### config.mk
export PLATFORM = sky130hd
export DESIGN_NAME = fifo_wr_arbiter_flat
export DESIGN_NICKNAME = d
export VERILOG_FILES = /design/src/rtl/fifo_arb_pkg.sv /design/src/rtl/fifo_wr_arbiter_if.sv /design/src/rtl/fifo_wr_arbiter_rr_pick.sv /design/src/rtl/fifo_wr_arbiter.sv /design/src/flat_wrapper.sv
export SDC_FILE = /design/constraint.sdc
export NUM_CORES = 1
export LEC_CHECK = 0
export BUFFER_PORTS_ARGS = -buffer_cell sky130_fd_sc_hd__buf_2
export CAP_MARGIN = 15
export CELL_PAD_IN_SITES_DETAIL_PLACEMENT = 0
export CELL_PAD_IN_SITES_GLOBAL_PLACEMENT = 2
export CORE_AREA = 4 4 72 74
export DETAILED_ROUTE_END_ITERATION = 8
export DIE_AREA = 0 0 76 78
export PLACE_DENSITY_LB_ADDON = 0.2
export SLEW_MARGIN = 30
export SYNTH_ARGS = -nofsm -noshare
export SYNTH_HDL_FRONTEND = slang
export SYNTH_HIERARCHICAL = 1
export SYNTH_SLANG_ARGS = --single-unit
export TNS_END_PERCENT = 20
### constraint.sdc
create_clock -name WCLK -period 6.2 [get_ports WCLK]
set_input_delay 0.93 -clock WCLK [delete_from_list [all_inputs] [get_ports WCLK]]
set_output_delay 0.93 -clock WCLK [all_outputs]
set_load 0.01 [all_outputs]
### src/rtl/fifo_arb_pkg.sv
// Shared types and sizing constants for the FIFO write-port arbiter and its
// round-robin picker.
package fifo_arb_pkg;

  typedef enum logic {
    IDLE  = 1'b0,
    BURST = 1'b1
  } arb_state_e;

  localparam int NUM_REQ_DFLT = 4;
  localparam int ID_W         = $clog2(NUM_REQ_DFLT);
  localparam int BEAT_W       = 8;

endpackage

### src/rtl/fifo_wr_arbiter_if.sv
// Requester-side and FIFO-write-side signals of the write-port arbiter.
// The arbiter takes the slave modport; producers/FIFO model take master.
interface fifo_wr_arbiter_if #(
  parameter int NUM_REQ = 4,
  parameter int DATA_W  = 8
);
  import fifo_arb_pkg::*;

  localparam int GID_W = $clog2(NUM_REQ);

  logic [NUM_REQ-1:0]        REQ_VALID;
  logic [NUM_REQ*DATA_W-1:0] REQ_DATA;
  logic [NUM_REQ-1:0]        REQ_LAST;
  logic [NUM_REQ-1:0]        REQ_READY;
  logic                      FIFO_FULL;
  logic                      FIFO_WR_EN;
  logic [DATA_W-1:0]         FIFO_WR_DATA;
  logic                      GRANT_VALID;
  logic [GID_W-1:0]          GRANT_ID;
  logic [BEAT_W-1:0]         BEAT_COUNT;

  modport master (
    output REQ_VALID, REQ_DATA, REQ_LAST, FIFO_FULL,
    input  REQ_READY, FIFO_WR_EN, FIFO_WR_DATA, GRANT_VALID, GRANT_ID, BEAT_COUNT
  );

  modport slave (
    input  REQ_VALID, REQ_DATA, REQ_LAST, FIFO_FULL,
    output REQ_READY, FIFO_WR_EN, FIFO_WR_DATA, GRANT_VALID, GRANT_ID, BEAT_COUNT
  );

endinterface

### src/rtl/fifo_wr_arbiter_rr_pick.sv
// Combinational round-robin priority encoder: returns the first set request
// at or after ptr, wrapping modulo N. Shared with the read-side scheduler.
module rr_pick #(
  parameter int N = 4,
  parameter int W = $clog2(N)
) (
  input  logic [N-1:0] req,
  input  logic [W-1:0] ptr,
  output logic         found,
  output logic [W-1:0] idx
);

  always_comb begin
    int           c;
    logic [W-1:0] cand;
    found = |req;
    idx   = '0;
    c     = 0;
    cand  = '0;
    // Scan from farthest to nearest so the nearest hit wins.
    for (int k = N - 1; k >= 0; k--) begin
      c = int'(ptr) + k;
      if (c >= N) c = c - N;
      cand = W'(c);
      if (req[cand]) idx = cand;
    end
  end

endmodule

### src/rtl/fifo_wr_arbiter.sv
// Round-robin arbiter sharing the async FIFO write port between NUM_REQ
// producers; bursts end on LAST or after MAX_BURST beats.
//   state | meaning
//   IDLE  | no owner; pick next requester from rr pointer (1 cycle)
//   BURST | owner's beats forwarded to FIFO, stalled by FIFO_FULL
module fifo_wr_arbiter
  import fifo_arb_pkg::*;
#(
  parameter int NUM_REQ   = NUM_REQ_DFLT,
  parameter int DATA_W    = 8,
  parameter int MAX_BURST = 8
) (
  input logic              WCLK,
  input logic              RST,
  fifo_wr_arbiter_if.slave bus
);

  localparam int GID_W = $clog2(NUM_REQ);

  arb_state_e        state_q, state_d;
  logic [GID_W-1:0]  owner_q, owner_d;
  logic [GID_W-1:0]  rr_q, rr_d;
  logic [BEAT_W-1:0] beat_q, beat_d;
  logic              pick_found;
  logic [GID_W-1:0]  pick_idx;
  logic              xfer;
  logic              burst_end;

  rr_pick #(.N(NUM_REQ), .W(GID_W)) u_rr_pick (
    .req   (bus.REQ_VALID),
    .ptr   (rr_q),
    .found (pick_found),
    .idx   (pick_idx)
  );

  always_ff @(posedge WCLK or posedge RST) begin
    if (RST) begin
      state_q <= IDLE;
      owner_q <= '0;
      rr_q    <= '0;
      beat_q  <= '0;
    end else begin
      state_q <= state_d;
      owner_q <= owner_d;
      rr_q    <= rr_d;
      beat_q  <= beat_d;
    end
  end

  always_comb begin
    state_d          = state_q;
    owner_d          = owner_q;
    rr_d             = rr_q;
    beat_d           = beat_q;
    xfer             = 1'b0;
    burst_end        = 1'b0;
    bus.REQ_READY    = '0;
    bus.FIFO_WR_EN   = 1'b0;
    bus.FIFO_WR_DATA = '0;
    case (state_q)
      IDLE: begin
        if (pick_found) begin
          owner_d = pick_idx;
          state_d = BURST;
        end
      end
      BURST: begin
        xfer                   = bus.REQ_VALID[owner_q] & ~bus.FIFO_FULL;
        bus.REQ_READY[owner_q] = ~bus.FIFO_FULL;
        bus.FIFO_WR_EN         = xfer;
        bus.FIFO_WR_DATA       = bus.REQ_DATA[owner_q*DATA_W +: DATA_W];
        if (xfer) begin
          // Truncation at MAX_BURST leaves the rest of the packet queued.
          burst_end = bus.REQ_LAST[owner_q] |
                      (({1'b0, beat_q} + 9'd1) == 9'(MAX_BURST));
          if (burst_end) begin
            state_d = IDLE;
            beat_d  = '0;
            rr_d    = (owner_q == GID_W'(NUM_REQ - 1)) ? '0 : owner_q + 1'b1;
          end else begin
            beat_d = beat_q + 1'b1;
          end
        end
      end
      default: state_d = IDLE;
    endcase
  end

  assign bus.GRANT_VALID = (state_q == BURST);
  assign bus.GRANT_ID    = owner_q;
  assign bus.BEAT_COUNT  = beat_q;

endmodule

### src/flat_wrapper.sv
// flat-port wrapper written by rule: the top's interface ports become plain ports
module fifo_wr_arbiter_flat import fifo_arb_pkg::*;
#(
  parameter int NUM_REQ   = NUM_REQ_DFLT,
  parameter int DATA_W    = 8,
  parameter int MAX_BURST = 8
)
  (WCLK, RST, bus_REQ_VALID, bus_REQ_DATA, bus_REQ_LAST, bus_FIFO_FULL, bus_REQ_READY, bus_FIFO_WR_EN, bus_FIFO_WR_DATA, bus_GRANT_VALID, bus_GRANT_ID, bus_BEAT_COUNT);
  fifo_wr_arbiter_if #(.NUM_REQ(NUM_REQ), .DATA_W(DATA_W)) bus_i ();
  input logic WCLK;
  input logic RST;
  input wire logic [$bits(bus_i.REQ_VALID)-1:0] bus_REQ_VALID;
  input wire logic [$bits(bus_i.REQ_DATA)-1:0] bus_REQ_DATA;
  input wire logic [$bits(bus_i.REQ_LAST)-1:0] bus_REQ_LAST;
  input wire logic [$bits(bus_i.FIFO_FULL)-1:0] bus_FIFO_FULL;
  output wire logic [$bits(bus_i.REQ_READY)-1:0] bus_REQ_READY;
  output wire logic [$bits(bus_i.FIFO_WR_EN)-1:0] bus_FIFO_WR_EN;
  output wire logic [$bits(bus_i.FIFO_WR_DATA)-1:0] bus_FIFO_WR_DATA;
  output wire logic [$bits(bus_i.GRANT_VALID)-1:0] bus_GRANT_VALID;
  output wire logic [$bits(bus_i.GRANT_ID)-1:0] bus_GRANT_ID;
  output wire logic [$bits(bus_i.BEAT_COUNT)-1:0] bus_BEAT_COUNT;
  assign bus_i.REQ_VALID = bus_REQ_VALID;
  assign bus_i.REQ_DATA = bus_REQ_DATA;
  assign bus_i.REQ_LAST = bus_REQ_LAST;
  assign bus_i.FIFO_FULL = bus_FIFO_FULL;
  assign bus_REQ_READY = bus_i.REQ_READY;
  assign bus_FIFO_WR_EN = bus_i.FIFO_WR_EN;
  assign bus_FIFO_WR_DATA = bus_i.FIFO_WR_DATA;
  assign bus_GRANT_VALID = bus_i.GRANT_VALID;
  assign bus_GRANT_ID = bus_i.GRANT_ID;
  assign bus_BEAT_COUNT = bus_i.BEAT_COUNT;
  fifo_wr_arbiter #(.NUM_REQ(NUM_REQ), .DATA_W(DATA_W), .MAX_BURST(MAX_BURST)) u_core (.WCLK(WCLK), .RST(RST), .bus(bus_i));
endmodule
Yosys cells after proc, flatten, opt, wreduce, memory -nomap -nowiden
Cells that the tools add are included.
{ "word_totals": {"out_inout_bits": 24, "input_bits": 43, "elab_cells": 68, "register_bits": 13} }
{ "classes": {"n_reduce_logical": 5, "n_shift": 1, "bitwise_logic": 5, "n_eq_ne": 2, "n_mux": 31, "order_cmp": 10, "addsub": 10} }
{ "op_table": {"columns": ["operator", "n"], "rows": [
  ["$shiftx A32 B6 Y8", 1],
  ["$mux W2", 9],
  ["$mux W8", 2],
  ["$lt A2 B3 Y1 const B", 5],
  ["$bmux W1 S2", 6],
  ["$mux W1", 11],
  ["$add A8 B1 Y9 const B", 1],
  ["$eq A9 B4 Y1 const B", 1],
  ["$ge A3 B3 Y1 const B", 3],
  ["$add A8 B1 Y8 const B", 1],
  ["$sub A2 B1 Y2 const B", 4],
  ["$add A2 B2 Y3 const B", 2],
  ["$and A4 B4 Y4", 1],
  ["$mux W4", 1],
  ["$reduce_and A2 Y1", 2],
  ["$reduce_or A4 Y1", 1],
  ["$add A2 B1 Y3 const B", 1],
  ["$ge A2 B3 Y1 const B", 1],
  ["$reduce_and A3 Y1", 1],
  ["$add A2 B1 Y2 const B", 1],
  ["$demux W1 S2", 1],
  ["$eq A2 B2 Y1 const B", 1],
  ["$ge A2 B1 Y1 const B", 1],
  ["$not A1 Y1", 2],
  ["4 further kinds", 4]
]} }

Depth between registers and ports, before layout
{ "logic_depth": {"word_depth": 9, "mapped_depth": 6, "mapped_depth_nobuf": 6} }

By module
The synthesis kept the hierarchy.
{ "by_module_without_submodules": {"columns": ["mod", "area_each_um2", "cells_per_inst", "instances", "seq_area_each_um2"], "rows": [
  ["fifo_wr_arbiter", 1088.5, 107, 1, 325.3],
  ["rr_pick", 77.6, 13, 1, 0.0]
]} }

Worst setup path before layout
No wires, ideal clock.
{ "synth_path": {"kind": "input to output", "start": "input bus_REQ_VALID[3]", "end": "output bus_FIFO_WR_EN", "required_ps": 5270, "slack_ps": 3368, "path_buffers": 1, "arrival_ps": 1902, "stages": 4, "path_cell_list": "mux4_2 -> nand2_2 -> clkbuf_1 -> inv_1"} }
{ "synth_between": {"elab_chain_len": 4} }
{ "synth_lines": {"columns": ["element", "line", "text"], "rows": [
  ["start, declared", "flat_wrapper.sv:12", "input wire logic [$bits(bus_i.REQ_VALID)-1:0] bus_REQ_VALID;"],
  ["$bmux W1 S2", "fifo_wr_arbiter.sv:68", "xfer = bus.REQ_VALID[owner_q] & ~bus.FIFO_FULL;"],
  ["$mux W1 (implied by the code)", "fifo_wr_arbiter.sv:68", null],
  ["$and A1 B1 Y1", "fifo_wr_arbiter.sv:68", null],
  ["$mux W1", "fifo_wr_arbiter.sv:60", "case (state_q)"],
  ["end, declared", "flat_wrapper.sv:17", "output wire logic [$bits(bus_i.FIFO_WR_EN)-1:0] bus_FIFO_WR_EN;"]
]} }
No other way between the ends. The select of a mux whose other input is x is not followed.

Worst setup path after layout
{ "layout_path": {"start": "register u_core.owner_q[0] (netlist: u_core/bus.GRANT_ID[0])", "end": "output bus_FIFO_WR_EN"} }
{ "layout_between": {"elab_chain_len": 4} }
{ "layout_lines": {"columns": ["element", "line", "text"], "rows": [
  ["start, declared", "fifo_wr_arbiter.sv:21", "logic [GID_W-1:0] owner_q, owner_d;"],
  ["start signal, assigned", "fifo_wr_arbiter.sv:44", "owner_q <= owner_d;"],
  ["$bmux W1 S2", "fifo_wr_arbiter.sv:68", null],
  ["$mux W1 (implied by the code)", "fifo_wr_arbiter.sv:68", null],
  ["$and A1 B1 Y1", "fifo_wr_arbiter.sv:68", null],
  ["$mux W1", "fifo_wr_arbiter.sv:60", null]
]} }
No other way between the ends. The select of a mux whose other input is x is not followed.

==> qor.csv <==
metric,value,unit
"Hold Vio Cnt, Final",0,
Final HPWL DP,2.81,mm
Tcrit/Tclk final,49.7,%
Vias/cell,4.73,
Mapped Area,1170,µm²
Synth Warn #,6,
I/O pins,67,
Register Area,325,µm²
"FF+latch count, synth",13,
vias in the first global route,1165,
post-synth cell types,36,
P&R area growth vs syn,35.5,%
die area,5930,µm²
"most common cell after layout, fill and taps aside",buf_2,
Synth Area in Adders,5.36,%
CP Launch Type,flip-flop,
Placer Congestion,0.730,
asr flop ratio synth,100,%
Synth Area in XOR/XNOR,0.751,%
grt ovf,0,
CTS Sinks,13,
per-cell routed wire length,14.3,µm
syn_nets,168,
root buf cell,clkbuf_8,
input/output buffers,66,
outcome,"finished, final reports clean",
Std-Cell Rows,25,
mux share of post-synthesis cell area,23.6,%
sequential area share after synthesis,27.9,%
count of final max-slew check failures,0,
CTS clock-pin slew for the worst setup and hold paths,0.05,ns
main combinational cell family by area after synthesis,simple AND/OR/NAND/NOR gates,
hold crit path type,flip-flop to flip-flop,
H-tree Lvls,1,
Max Cap Viol,0,
CTS tree,yes,
Worst Path Required,5.27,ns
nets,234,
fmax,324,MHz
Fill cells,475,
Total Routed Length,3.42,mm
die width,76,µm
hold_buf cts,0,
"Avg Cell Area, Syn",9.72,µm²
worst skew pair latency,0.24,ns
initial antenna violation count,0,
PD cells,347,nW/µm²
Leak,0.749,nW
area share of the largest cell type after synthesis,27.9,%
via count,1130,
Total GRT Usage,11.2,%
largest net degree at the start of global routing,16,
initial DRC count,19,
Max Clock Skew,0.00183,ns
clock buffer depth,2,
Tightest Pin Transition,0.728,ns
layout cells sized above 1,47.0,%
Final ANT Viol Nets,0,
critical path class,flip-flop to primary output,
most frequent cells in the layout,"66 x buf_2, 13 x dfrtp_1, 12 x and2_1",
setup tns final,0,ns
Core Area,4600,µm²
post-CTS setup buffer count,0,
CP Data Arrival Time,2.15,ns
CP Capture Type,primary output,
1st-pass router iterations,4,
first-pass GRT wire length,5.45,mm
ys flop type,dfrtp_1,
"Max FO, Critical Path",15,
Die Y,78,µm
post-route setup slack,3.12,ns
# DRC,0,
Multi-input gate area,790,µm²
Synth Area in Simple Gates,23.8,%
Slew HR,51.5,%
min Tclk post-route,3.08,ns
Peak VDD IR,0.107,mV
Cells after Synth,120,
Yosys top cell by area,dfrtp_1,
RSZ-0062 raised after global routing,no,
Synth Area in Compound Gates,14.2,%
Area contributors post-synth,"dfrtp_1 28%, mux4_2 19%, and2_1 6.4%, ha_1 5.4%, o21ai_0 3.9%",
total CTS buffers,3,
# diodes,0,
"EDFF count, synth",0,
Initial Utilization,25.4,%
"Setup violations, final",0,
# resized after CTS,0,
Place WS,3.25,ns
==> flip-flops by register name (all words and copies together) (netlist names) <==
name and count:
u_core/bus.GRANT_ID 2, u_core/rr_q 2, u_core/bus.BEAT_COUNT 8, u_core/bus.GRANT_VALID 1
==> cell type report <==
| type | instances | share of cell area (%) |
|---|---|---|
| clock buffer | 4 | 2.85 |
| inverter | 6 | 1.43 |
| multi-input combinational | 96 | 50.0 |
| sequential | 13 | 20.6 |
| tap | 54 | 4.28 |
| timing repair buffer | 66 | 20.9 |
==> path summary, 6_finish.rpt <==
kind	startpoint	to	slack, ns	cells past startpoint
setup / recovery	u_core/bus.GRANT_ID[0]$_DFFE_PP0P_	bus_FIFO_WR_EN	3.12	4
hold / removal	u_core/bus.BEAT_COUNT[4]$_DFFE_PP0P_	u_core/bus.BEAT_COUNT[4]$_DFFE_PP0P_	0.57	1
setup reg to reg	u_core/bus.GRANT_ID[0]$_DFFE_PP0P_	u_core/bus.BEAT_COUNT[4]$_DFFE_PP0P_	3.91	4
hold reg to reg	u_core/bus.BEAT_COUNT[4]$_DFFE_PP0P_	u_core/bus.BEAT_COUNT[4]$_DFFE_PP0P_	0.57	1
max in group asynchronous	RST	u_core/bus.BEAT_COUNT[3]$_DFFE_PP0P_	5.15	2
min in group asynchronous	RST	u_core/bus.BEAT_COUNT[6]$_DFFE_PP0P_	0.71	2
==> synth_stat cells, types with 3 or more instances <==
cell       n
nand2_1   10
nand2b_1   3
ha_1       5
and2_1    12
mux4_2    10
nor2_1    10
dfrtp_1   13
nand3_1    5
inv_1      6
o21ai_0    9
a21oi_1    4
==> kinds of logic (layout without fill, tap and decap cells) <==
family | Yosys count | after routing
XOR/XNOR | 1 | 1
adder cells (fa/ha/maj) | 5 | 5
AND/OR/NAND/NOR | 52 | 52
flip-flops | 13 | 13
buffers and inverters | 11 | 76
multiplexers | 14 | 14
AO/OA/AOI/OAI | 24 | 24
==> worst max-delay path, cell delays in order, from the launching register on <==
cell	delay (ns)
dfrtp_1	0.81
mux4_2	0.63
nand2_2	0.27
inv_1	0.06
buf_2	0.14
==> power breakdown <==
group	total (mW)	switching (mW)	internal [mW]
sequential	0.173	0.0648	0.108
clock	0.0757	0.0304	0.0454
combinational	0.299	0.134	0.166
==> metrics by stage <==
stage	hold slack (ns)	std cells	power (mW)	area, µm²	util (%)
2_1_floorplan	0.541	120	0.371	1170	-
3_5_place_dp	0.575	235	0.479	1540	33.4
3_3_place_gp	0.558	235	0.479	1540	33.4
6_report	0.571	239	0.548	1580	34.4
4_1_cts	0.586	239	0.558	1580	34.4
5_1_grt	0.601	239	0.598	1580	34.4
==> routing by layer <==
layer	global-route usage, %	wire length [µm]
met5	0	0
met4	2.14	10
met3	3.60	177
met2	20.2	1830
met1	13.0	1400
Note: power is estimated with default switching activity, not from simulation.
